<file path="src/rtl/des_link_host.sv">
// Host end of the DES byte-serial link: sends a 64-bit block as eight LSB-first
// serial bytes and gathers the eight returned bytes into a 64-bit result.
module des_link_host #(
   parameter int unsigned RX_LAT = 2
) (
   input  logic        clk,
   input  logic        en,
   input  logic [63:0] blk_in,
   input  logic        blk_valid,
   output logic        blk_ready,
   output logic        sout,
   input  logic        sin,
   output logic [63:0] res,
   output logic        res_valid,
   input  logic        res_ready,
   output logic [2:0]  slot
);

   localparam int unsigned F_W = 5;
   localparam logic [F_W-1:0] F_RX0  = F_W'(RX_LAT);
   localparam logic [F_W-1:0] F_LAST = F_W'(RX_LAT + 7);

   localparam logic [1:0] S_IDLE  = 2'd0;
   localparam logic [1:0] S_ALIGN = 2'd1;
   localparam logic [1:0] S_XFER  = 2'd2;
   localparam logic [1:0] S_DONE  = 2'd3;

   logic [1:0]     state, state_n;
   logic [F_W-1:0] f, f_n;
   logic [63:0]    blk, blk_n;
   logic [63:0]    res_n;
   logic           sout_n, blk_ready_n, res_valid_n;
   logic [2:0]     slot_n, slot_inc;
   logic           run, run_n;
   logic [F_W-1:0] rx, nf;

   // Next-state and next-output logic; run holds slot at 0 for the first cycle out of reset.
   always_comb begin
      state_n     = state;
      f_n         = f;
      blk_n       = blk;
      res_n       = res;
      sout_n      = sout;
      blk_ready_n = blk_ready;
      res_valid_n = res_valid;
      run_n       = 1'b1;
      slot_inc    = slot + 3'd1;
      slot_n      = run ? slot_inc : 3'd0;
      rx          = f - F_RX0;
      nf          = (slot == 3'd7) ? f + F_W'(1) : f;

      case (state)
         S_IDLE: begin
            sout_n      = 1'b1;
            blk_ready_n = 1'b1;
            if (blk_valid && blk_ready) begin
               blk_n       = blk_in;
               blk_ready_n = 1'b0;
               if (slot == 3'd7) begin
                  state_n = S_XFER;
                  f_n     = '0;
                  res_n   = '0;
                  sout_n  = blk_in[0];
               end else begin
                  state_n = S_ALIGN;
               end
            end
         end
         S_ALIGN: begin
            if (slot == 3'd7) begin
               state_n = S_XFER;
               f_n     = '0;
               res_n   = '0;
               sout_n  = blk[0];
            end
         end
         S_XFER: begin
            // rx wraps above 7 before the receive window opens
            if (rx < F_W'(8)) res_n[{rx[2:0], slot}] = sin;
            if (slot == 3'd7 && f == F_LAST) begin
               state_n     = S_DONE;
               res_valid_n = 1'b1;
               sout_n      = 1'b1;
            end else begin
               f_n    = nf;
               sout_n = (nf < F_W'(8)) ? blk[{nf[2:0], slot_inc}] : 1'b1;
            end
         end
         S_DONE: begin
            sout_n = 1'b1;
            if (res_ready) begin
               state_n     = S_IDLE;
               res_valid_n = 1'b0;
               blk_ready_n = 1'b1;
            end
         end
         default: state_n = S_IDLE;
      endcase
   end

   // State and output registers with synchronous active-low reset.
   always_ff @(posedge clk) begin
      if (!en) begin
         state     <= S_IDLE;
         f         <= '0;
         blk       <= '0;
         res       <= '0;
         sout      <= 1'b1;
         blk_ready <= 1'b0;
         res_valid <= 1'b0;
         slot      <= 3'd0;
         run       <= 1'b0;
      end else begin
         state     <= state_n;
         f         <= f_n;
         blk       <= blk_n;
         res       <= res_n;
         sout      <= sout_n;
         blk_ready <= blk_ready_n;
         res_valid <= res_valid_n;
         slot      <= slot_n;
         run       <= run_n;
      end
   end

endmodule

</file>
<file path="config.mk">
export PLATFORM = sky130hd
export DESIGN_NAME = des_link_host
export DESIGN_NICKNAME = d
export VERILOG_FILES = /design/src/rtl/des_link_host.sv
export SDC_FILE = /design/constraint.sdc
export NUM_CORES = 1
export LEC_CHECK = 0
export ABC_AREA = 1
export BUFFER_PORTS_ARGS = -buffer_cell sky130_fd_sc_hd__buf_2
export CAP_MARGIN = 20
export CORE_MARGIN = 4
export CORE_UTILIZATION = 45
export DETAILED_ROUTE_END_ITERATION = 12
export PLACE_DENSITY = 0.68
export SETUP_SLACK_MARGIN = 0.3
export SKIP_CTS_REPAIR_TIMING = 1
export SLEW_MARGIN = 30
export SYNTH_ARGS = -nofsm -noshare
export SYNTH_HDL_FRONTEND = slang
export SYNTH_SLANG_ARGS = --single-unit
</file>
<file path="constraint.sdc">
create_clock -name clk -period 2.2 [get_ports clk]
set_input_delay 0.55 -clock clk [delete_from_list [all_inputs] [get_ports clk]]
set_output_delay 0.55 -clock clk [all_outputs]
set_load 0.05 [all_outputs]
</file>
==> impl_metrics.ini, run 1 <==
[worst_setup_path]
arrival_ns = 1.32
crit_path_start_kind = flip-flop
worstSetupEndpoint = slot[0]
critPathLaunch = slot[0]
rrSetupSlack_ns = 0.39
r2r_end = sout
crit_type = flip-flop to output port
ff2ff_path_depth = 12
rr_startpoint = slot[0]
cp_data_required_time_ns = 1.65
cp-end-kind = output port
crit_fanout = 40

[synthesis]
synth-main-ff-cell = dfxtp_1
synthCells = 958
synth_top_family_by_area = simple AND/OR/NAND/NOR gates
synthArstFlopShare_pct = 0
synthXorXnorAreaFrac_pct = 1.04
synth_simple_gate_area_share_pct = 23.8
synthAdderAreaFrac_pct = 1.51
synthMuxAreaShare_pct = 0
synth_area_leader_cell = dfxtp_1
synth_fp_nets = 1035
ys_ff_latch = 142
synth_top_cell_area_share_pct = 42.9
yosysMostFrequentCell = nand2_1
avgSynthCellArea_um2 = 6.92
ys_seq_area_share_pct = 42.9
synth_area_leaders = dfxtp_1, a21oi_1, o21ai_0, nand2_1, nor2_1
synthesis.area_mm2 = 0.00663
synth_cell_types = 31
synth_compound_area_share_pct = 21.3
yosys-top-cells-count = nand2_1, nor2_1, dfxtp_1, a21oi_1, o21ai_0
synth_edf_count = 0
synth_warnings = 0

[final_layout]
drive_gt1_share_pct = 19.5
regArea_mm2 = 0.00285
n_antenna_cell = 0
multi_input_area_mm2 = 0.00319
areaGrowthSynthToFinish_pct = 23.4
fill_cells = 1418
nets = 1152
fin_util_pct = 56.5

[floorplan]
core_mm2 = 0.0145
chipHeight_um = 129
io_pins = 139
start_util_pct = 45.8
die-area_mm2 = 0.0167
std_cell_rows = 44
die_x_um = 129

[global_route]
grt_pass1_vias = 5912
antenna_found_initial = 0
grt_max_degree = 124
grt_usage_pct = 21.5
grt_pass1_wl_um = 28900
overflow = 0

[clock_network]
htree_levels = 4
cts_root_buf = clkbuf_16
cts_sinks = 142
clkSlewWorstSetupHoldPaths_ns = 0.06
worstSkewPairLatency_ns = 0.43
tritoncts = yes
cts-buffers-inserted = 17
clockBufferDepth = 2

[placement]
hpwlAfterDp_um = 11600
routabilityCongestion = 0.806
io_buffers = 138

[detailed_routing]
via_per_inst = 5.24
dr.pass1.iters = 5
first_iter_violations = 638
post_drt_wl_per_cell_um = 14.8
drc = 0
vias = 6655
totalWireLength_um = 18800
final_antenna_net_count = 0

[sta]
setup_violations = 0
period_share_pct = 84.8
rsz0062_at_grt = yes
drv_slew = 0
finalWorstPathRequiredPeriod_ns = 1.87
setup_tns_ns = 0
finalHoldViolCount = 0
tightest_slew_ns = 0.548
skew_ns = 0.00768
fmax_mhz = 536
relSlewSlack_pct = 63.4

[worst_hold_path]
worstHoldPathType = input pin to flip-flop

[pwr]
ir_worst_vdd_uv = 635
power_leakage_nw = 3.51
powerDensity_mw_per_mm2 = 897

[flow_run]
maxCapViolations = 0

[outcome]
outcome = completed
==> critical path, stage by stage, from the launching register on <==
cell	delay, ns
dfxtp_4	0.40
buf_12	0.21
clkbuf_4	0.27
==> kinds of logic (layout without fill, tap and decap cells) <==
| family | count (synthesis) | count (layout) |
|---|---|---|
| buffers and inverters | 143 | 272 |
| XOR/XNOR | 7 | 7 |
| AO/OA/AOI/OAI | 275 | 275 |
| flip-flops | 142 | 142 |
| AND/OR/NAND/NOR | 383 | 383 |
| adder cells (fa/ha/maj) | 8 | 8 |
==> how the worst min path moves through the flow <==
| stage | slack [ns] | end | startpoint | depth (start not counted) |
|---|---|---|---|---|
| floorplan | 0.43 | blk[10] | blk[10] | 2 |
| global placement | 0.44 | blk[7] | blk[7] | 2 |
| detailed placement | 0.44 | blk[9] | blk[9] | 2 |
| CTS | 0.34 | blk[13] | blk_in[13] | 3 |
| global route | 0.36 | blk[31] | blk_in[31] | 3 |
| finish | 0.35 | blk[13] | blk_in[13] | 3 |
==> power by group <==
part           internal, W  total, W  switching (W)
clock network      0.00173   0.00279        0.00106
registers          0.00288   0.00298      0.0000957
logic             0.000541   0.00157        0.00103
==> metrics by stage <==
stage,total power (W),hold slack (ns),setup slack (ns),cells,instance area (um2)
CTS,0.00728,0.345,0.0864,1266,8030
global placement,0.00450,0.441,0.384,1235,7450
finish,0.00734,0.354,0.334,1271,8180
floorplan,0.00412,0.429,0.341,958,6640
global route,0.00774,0.356,0.268,1271,8180
detailed placement,0.00451,0.444,0.374,1235,7450
==> registers in the layout (all words and copies together), names as in the netlist <==
signal     cells
run            1
state          2
res_valid      1
blk_ready      1
res           64
sout           1
f              5
blk           64
slot           3
==> per-layer routing <==
metal	vias to the layer above	track usage (%)	share of wire [%]
met5	-	0	0
met4	0	6.24	1.4
met3	25	5.61	7.0
met2	202	33.9	47
met1	3050	29.3	45
li1	3378	-	-
==> placed cells by master, fill, tap and decap left out, types with 8 or more instances in the layout <==
master / Yosys / layout
inv_1: 79 / 75
a21oi_1: 132 / 131
dfxtp_1: 142 / 137
o21ai_0: 131 / 125
nor2_1: 149 / 149
nand2_1: 150 / 149
o21ai_1: 2 / 8
buf_2: 10 / 137
nand3_1: 76 / 76
buf_4: 2 / 10
clkbuf_16: 0 / 20
==> final cells by class <==
type,instances,area share (%)
Clock buffer,26,6.35
Clock inverter,5,0.658
Inverter,80,3.67
Multi-Input combinational cell,673,39.0
Sequential cell,142,34.9
Tap cell,184,2.81
Timing Repair Buffer,161,12.6
(Power assumes the default switching activity.)
==> inputs of run 2 (changes only) <==
Clock period 2.2 ns to 1.9 ns, I/O delays scaled along.
==> impl_metrics.ini, run 2 (synthesized netlist as in run 1, its figures left out) <==
[outcome]
outcome = completed

[clock_network]
cts_root_buf = clkbuf_16
cts-buffers-inserted = 17
clkSlewWorstSetupHoldPaths_ns = 0.06
tritoncts = yes
worstSkewPairLatency_ns = 0.42
cts_sinks = 142
clockBufferDepth = 2
htree_levels = 4

[global_route]
grt_pass1_wl_um = 29600
grt_max_degree = 66
antenna_found_initial = 0
grt_pass1_vias = 6090
grt_usage_pct = 21.9
overflow = 0

[placement]
io_buffers = 138
routabilityCongestion = 0.809
hpwlAfterDp_um = 11800
dp.cells = 1243

[pwr]
p_comb_share_pct = 23.9
seqPwrFrac_pct = 40.2
swShare_pct = 30.7
powerDensity_mw_per_mm2 = 970
clkPwrFrac_pct = 35.9
p_total_w = 0.00860
power_leakage_nw = 3.76
p_switching_w = 0.00264
p_int_w = 0.00596
ir_worst_vdd_uv = 663

[floorplan]
std_cell_rows = 44
core_mm2 = 0.0145
die_x_um = 129
io_pins = 139
start_util_pct = 45.8
chipHeight_um = 129
die-area_mm2 = 0.0167

[worst_hold_path]
worstHoldPathType = input pin to flip-flop

[sta]
period_share_pct = 94.8
drv_slew = 0
setup_violations = 0
finalHoldViolCount = 0
finalWorstPathRequiredPeriod_ns = 1.80
relSlewSlack_pct = 64.3
tightest_slew_ns = 0.535
rsz0062_at_grt = yes
fmax_mhz = 555
setup_tns_ns = 0
skew_ns = 0.00878

[final_layout]
fill_cells = 1336
drive_gt1_share_pct = 27.3
stdcell_count = 1302
layout_commonest_cell = nor2_1
n_antenna_cell = 0
nets = 1184
final_cell_mix = nor2_1, buf_2, dfxtp_1, nand2_1, a21oi_1
areaGrowthSynthToFinish_pct = 33.9
reg_top3 = blk (64), res (64), f (5)
fin_util_pct = 61.3

[detailed_routing]
first_iter_violations = 540
drc = 0
dr.pass1.iters = 7
post_drt_wl_per_cell_um = 15.5
via_per_inst = 5.30
totalWireLength_um = 20100
final_antenna_net_count = 0
vias = 6899

[worst_setup_path]
cp-end-kind = flip-flop
cp_data_required_time_ns = 2.24
arrival_ns = 2.14
crit_path_start_kind = flip-flop
crit_fanout = 7
rrSetupSlack_ns = 0.1
crit_type = flip-flop to flip-flop

[flow_run]
maxCapViolations = 0
## run 2: cell count changes in the layout (fill, tap and decap cells not counted), sizes merged
cell / previous run / this run
clkinv: 4 / 5
clkbuf: 30 / 31
clkinvlp: 0 / 1
nor2: 151 / 152
inv: 80 / 79
buf: 157 / 185
## run 2: final timing paths
kind | endpoint | from | depth (start not counted)
setup / recovery | res[48] | f[1] | 8
hold / removal | blk[21] | blk_in[21] | 3
setup reg to reg | res[48] | f[1] | 8
hold reg to reg | blk[43] | blk[43] | 2
## run 2: power by group through the flow
stage / clock (W) / combinational, W / sequential (W)
2_1_floorplan: 0 / 0.00126 / 0.00356
3_3_place_gp: 0 / 0.00179 / 0.00351
3_5_place_dp: 0 / 0.00181 / 0.00352
4_1_cts: 0.00312 / 0.00182 / 0.00345
5_1_grt: 0.00326 / 0.00231 / 0.00350
6_report: 0.00309 / 0.00206 / 0.00346
## run 2: layout make-up
| type | count | area, um2 | area share [%] |
|---|---|---|---|
| clock inverter | 6 | 62.6 | 0.705 |
| timing repair buffer | 192 | 1430 | 16.1 |
| sequential | 142 | 2860 | 32.3 |
| inverter | 80 | 309 | 3.48 |
| multi-input combinational | 674 | 3510 | 39.5 |
| clock buffer | 24 | 472 | 5.32 |
| tap | 184 | 230 | 2.59 |
## run 2: per-layer routing
| metal | share of wire, % | global-route usage (%) | vias up |
|---|---|---|---|
| li1 | - | - | 3436 |
| met1 | 46 | 31.6 | 3222 |
| met2 | 46 | 33.0 | 217 |
| met3 | 7.1 | 4.99 | 24 |
| met4 | 1.1 | 6.11 | 0 |
| met5 | 0 | 0 | - |
## run 2: metrics by stage
step,setup slack (ns),hold slack [ns],cell area (um2)
floorplan,0.220,0.429,6720
global route,-0.00411,0.304,8870
CTS,-0.101,0.291,8110
global placement,-0.0852,0.439,7580
detailed placement,-0.0889,0.443,7580
finish,0.0980,0.300,8870
## run 2: worst max-delay path, cell delays in order, from the launching register on
cell       delay (ns)
dfxtp_4          0.39
nor2_4           0.05
xor2_2           0.15
o21ai_2          0.20
o2111ai_4        0.23
nor2_8           0.28
buf_6            0.19
nand2_1          0.07
a21oi_1          0.17
==> inputs of run 3 (changes only) <==
Settings changed: CORE_ASPECT_RATIO from default to 1.25.
==> impl_metrics.ini, run 3 (synthesized netlist as in run 1, its figures left out) <==
[outcome]
outcome = completed

[global_route]
overflow = 0
grt-busiest-layer = met2
grt_util_met3_pct = 4.30
grt_pass1_wl_um = 29600
use_met1_pct = 27.9
grt_usage_pct = 22.0
grt_max_degree = 69
gr-usage-met2_pct = 36.4
grt_pass1_vias = 6208
antenna_found_initial = 0

[worst_setup_path]
max_stage_delay_ns = 0.44
critPathBufInv = 2
r2r_end = res[52]
ff2ff_path_depth = 9
critPathLaunch = slot[0]
crit_family = flip-flops
cp_slowest_cell = dfxtp_4
crit_path_start_kind = flip-flop
worstSetupEndpoint = res[52]
arrival_ns = 2.11
rr_startpoint = slot[0]
rrSetupSlack_ns = 0.15
cp-end-kind = flip-flop
crit_fanout = 9
crit_cells = 9
crit_type = flip-flop to flip-flop
crit_chain = ha_4 > nand2_8 > nand2_4 > o2111ai_4 > nor2_8 > buf_12 > clkbuf_16 > nand2_1 > a21oi_2
cp_data_required_time_ns = 2.26

[pwr]
p_switching_w = 0.00272
p_int_w = 0.00617
swShare_pct = 30.6
ir_worst_vdd_uv = 797
clkPwrFrac_pct = 37.9
powerDensity_mw_per_mm2 = 999
power_leakage_nw = 3.72
p_comb_share_pct = 23.2
seqPwrFrac_pct = 38.9

[clock_network]
clkSlewWorstSetupHoldPaths_ns = 0.06
cts_sinks = 142
cts_root_buf = clkbuf_16
clockBufferDepth = 2
tritoncts = yes
cts-buffers-inserted = 17
worstSkewPairLatency_ns = 0.43
htree_levels = 4

[floorplan]
die-area_mm2 = 0.0167
io_pins = 139
chipHeight_um = 144
start_util_pct = 46.0
core_mm2 = 0.0144
std_cell_rows = 49
die_x_um = 117

[sta]
skew_ns = 0.0103
relSlewSlack_pct = 67.5
finalWorstPathRequiredPeriod_ns = 1.75
period_share_pct = 92.1
finalHoldViolCount = 0
timing.final.ws_setup_ns = 0.150
fmax_mhz = 572
rsz0062_at_grt = yes
setup_tns_ns = 0
tightest_slew_ns = 0.486
drv_slew = 0
setup_violations = 0

[placement]
pre_cts_ws_ns = -0.0569
routabilityCongestion = 0.852
dp.cells = 1242
io_buffers = 138
hpwlAfterDp_um = 12100

[detailed_routing]
dr.pass1.iters = 5
drc = 0
via_per_inst = 5.27
vias = 6853
totalWireLength_um = 19400
post_drt_wl_per_cell_um = 15.0
first_iter_violations = 565
final_antenna_net_count = 0

[final_layout]
final_cell_mix = nand2_1, nor2_1, buf_2, dfxtp_1, o21ai_0
drive_gt1_share_pct = 27.1
nets = 1186
n_antenna_cell = 0
reg_top3 = blk (64), res (64), f (5)
layout_commonest_cell = nand2_1
areaGrowthSynthToFinish_pct = 34.2
stdcell_count = 1300

[flow_run]
maxCapViolations = 0

[worst_hold_path]
worstHoldPathType = input pin to flip-flop
## run 3: cell count changes in the layout (fill, tap and decap cells not counted), sizes merged
cell and change:
inv +2, clkbuf -5, bufinv +1, clkinv +3, nor2 -1, buf +4
## run 3: tightest hold or removal path, stage by stage
cell,delay [ns]
buf_2,0.07
nor2_1,0.04
nor2_1,0.08
## run 3: final cells by class
type	instances	area [um2]
fillers	1332	5510
multi-input cells	673	3460
flip-flops and latches	142	2860
repair buffers	195	1440
clock buffers	20	468
inverters	80	309
well taps	178	223
clock inverters	12	133
## run 3: how the worst min path moves through the flow
stage,startpoint,to,slack [ns],cells after the start
floorplan,blk[10],blk[10],0.43,2
finish,blk_in[13],blk[13],0.27,3
global placement,blk[44],blk[44],0.44,2
global route,blk_in[13],blk[13],0.28,3
detailed placement,blk[53],blk[53],0.44,2
CTS,blk_in[13],blk[13],0.26,3
## run 3: power groups by stage
stage / clock network, W / registers, W / logic (W)
finish: 0.00337 / 0.00346 / 0.00207
global route: 0.00356 / 0.00350 / 0.00231
CTS: 0.00342 / 0.00346 / 0.00182
detailed placement: 0 / 0.00352 / 0.00181
global placement: 0 / 0.00351 / 0.00180
floorplan: 0 / 0.00356 / 0.00126
## run 3: layer usage
metal  vias up  wire, um
li1       3452         -
met1      3142      8140
met2       217      9720
met3        42      1080
met4         0       511
met5         -         0
## run 3: stage by stage
stage | hold slack [ns] | utilization (%) | instance area (um2) | power [W]
finish | 0.273 | 61.7 | 8900 | 0.00889
global route | 0.278 | 61.7 | 8900 | 0.00937
CTS | 0.263 | 57.1 | 8220 | 0.00870
detailed placement | 0.441 | 52.9 | 7620 | 0.00533
global placement | 0.438 | 52.9 | 7620 | 0.00530
floorplan | 0.429 | - | 6720 | 0.00482
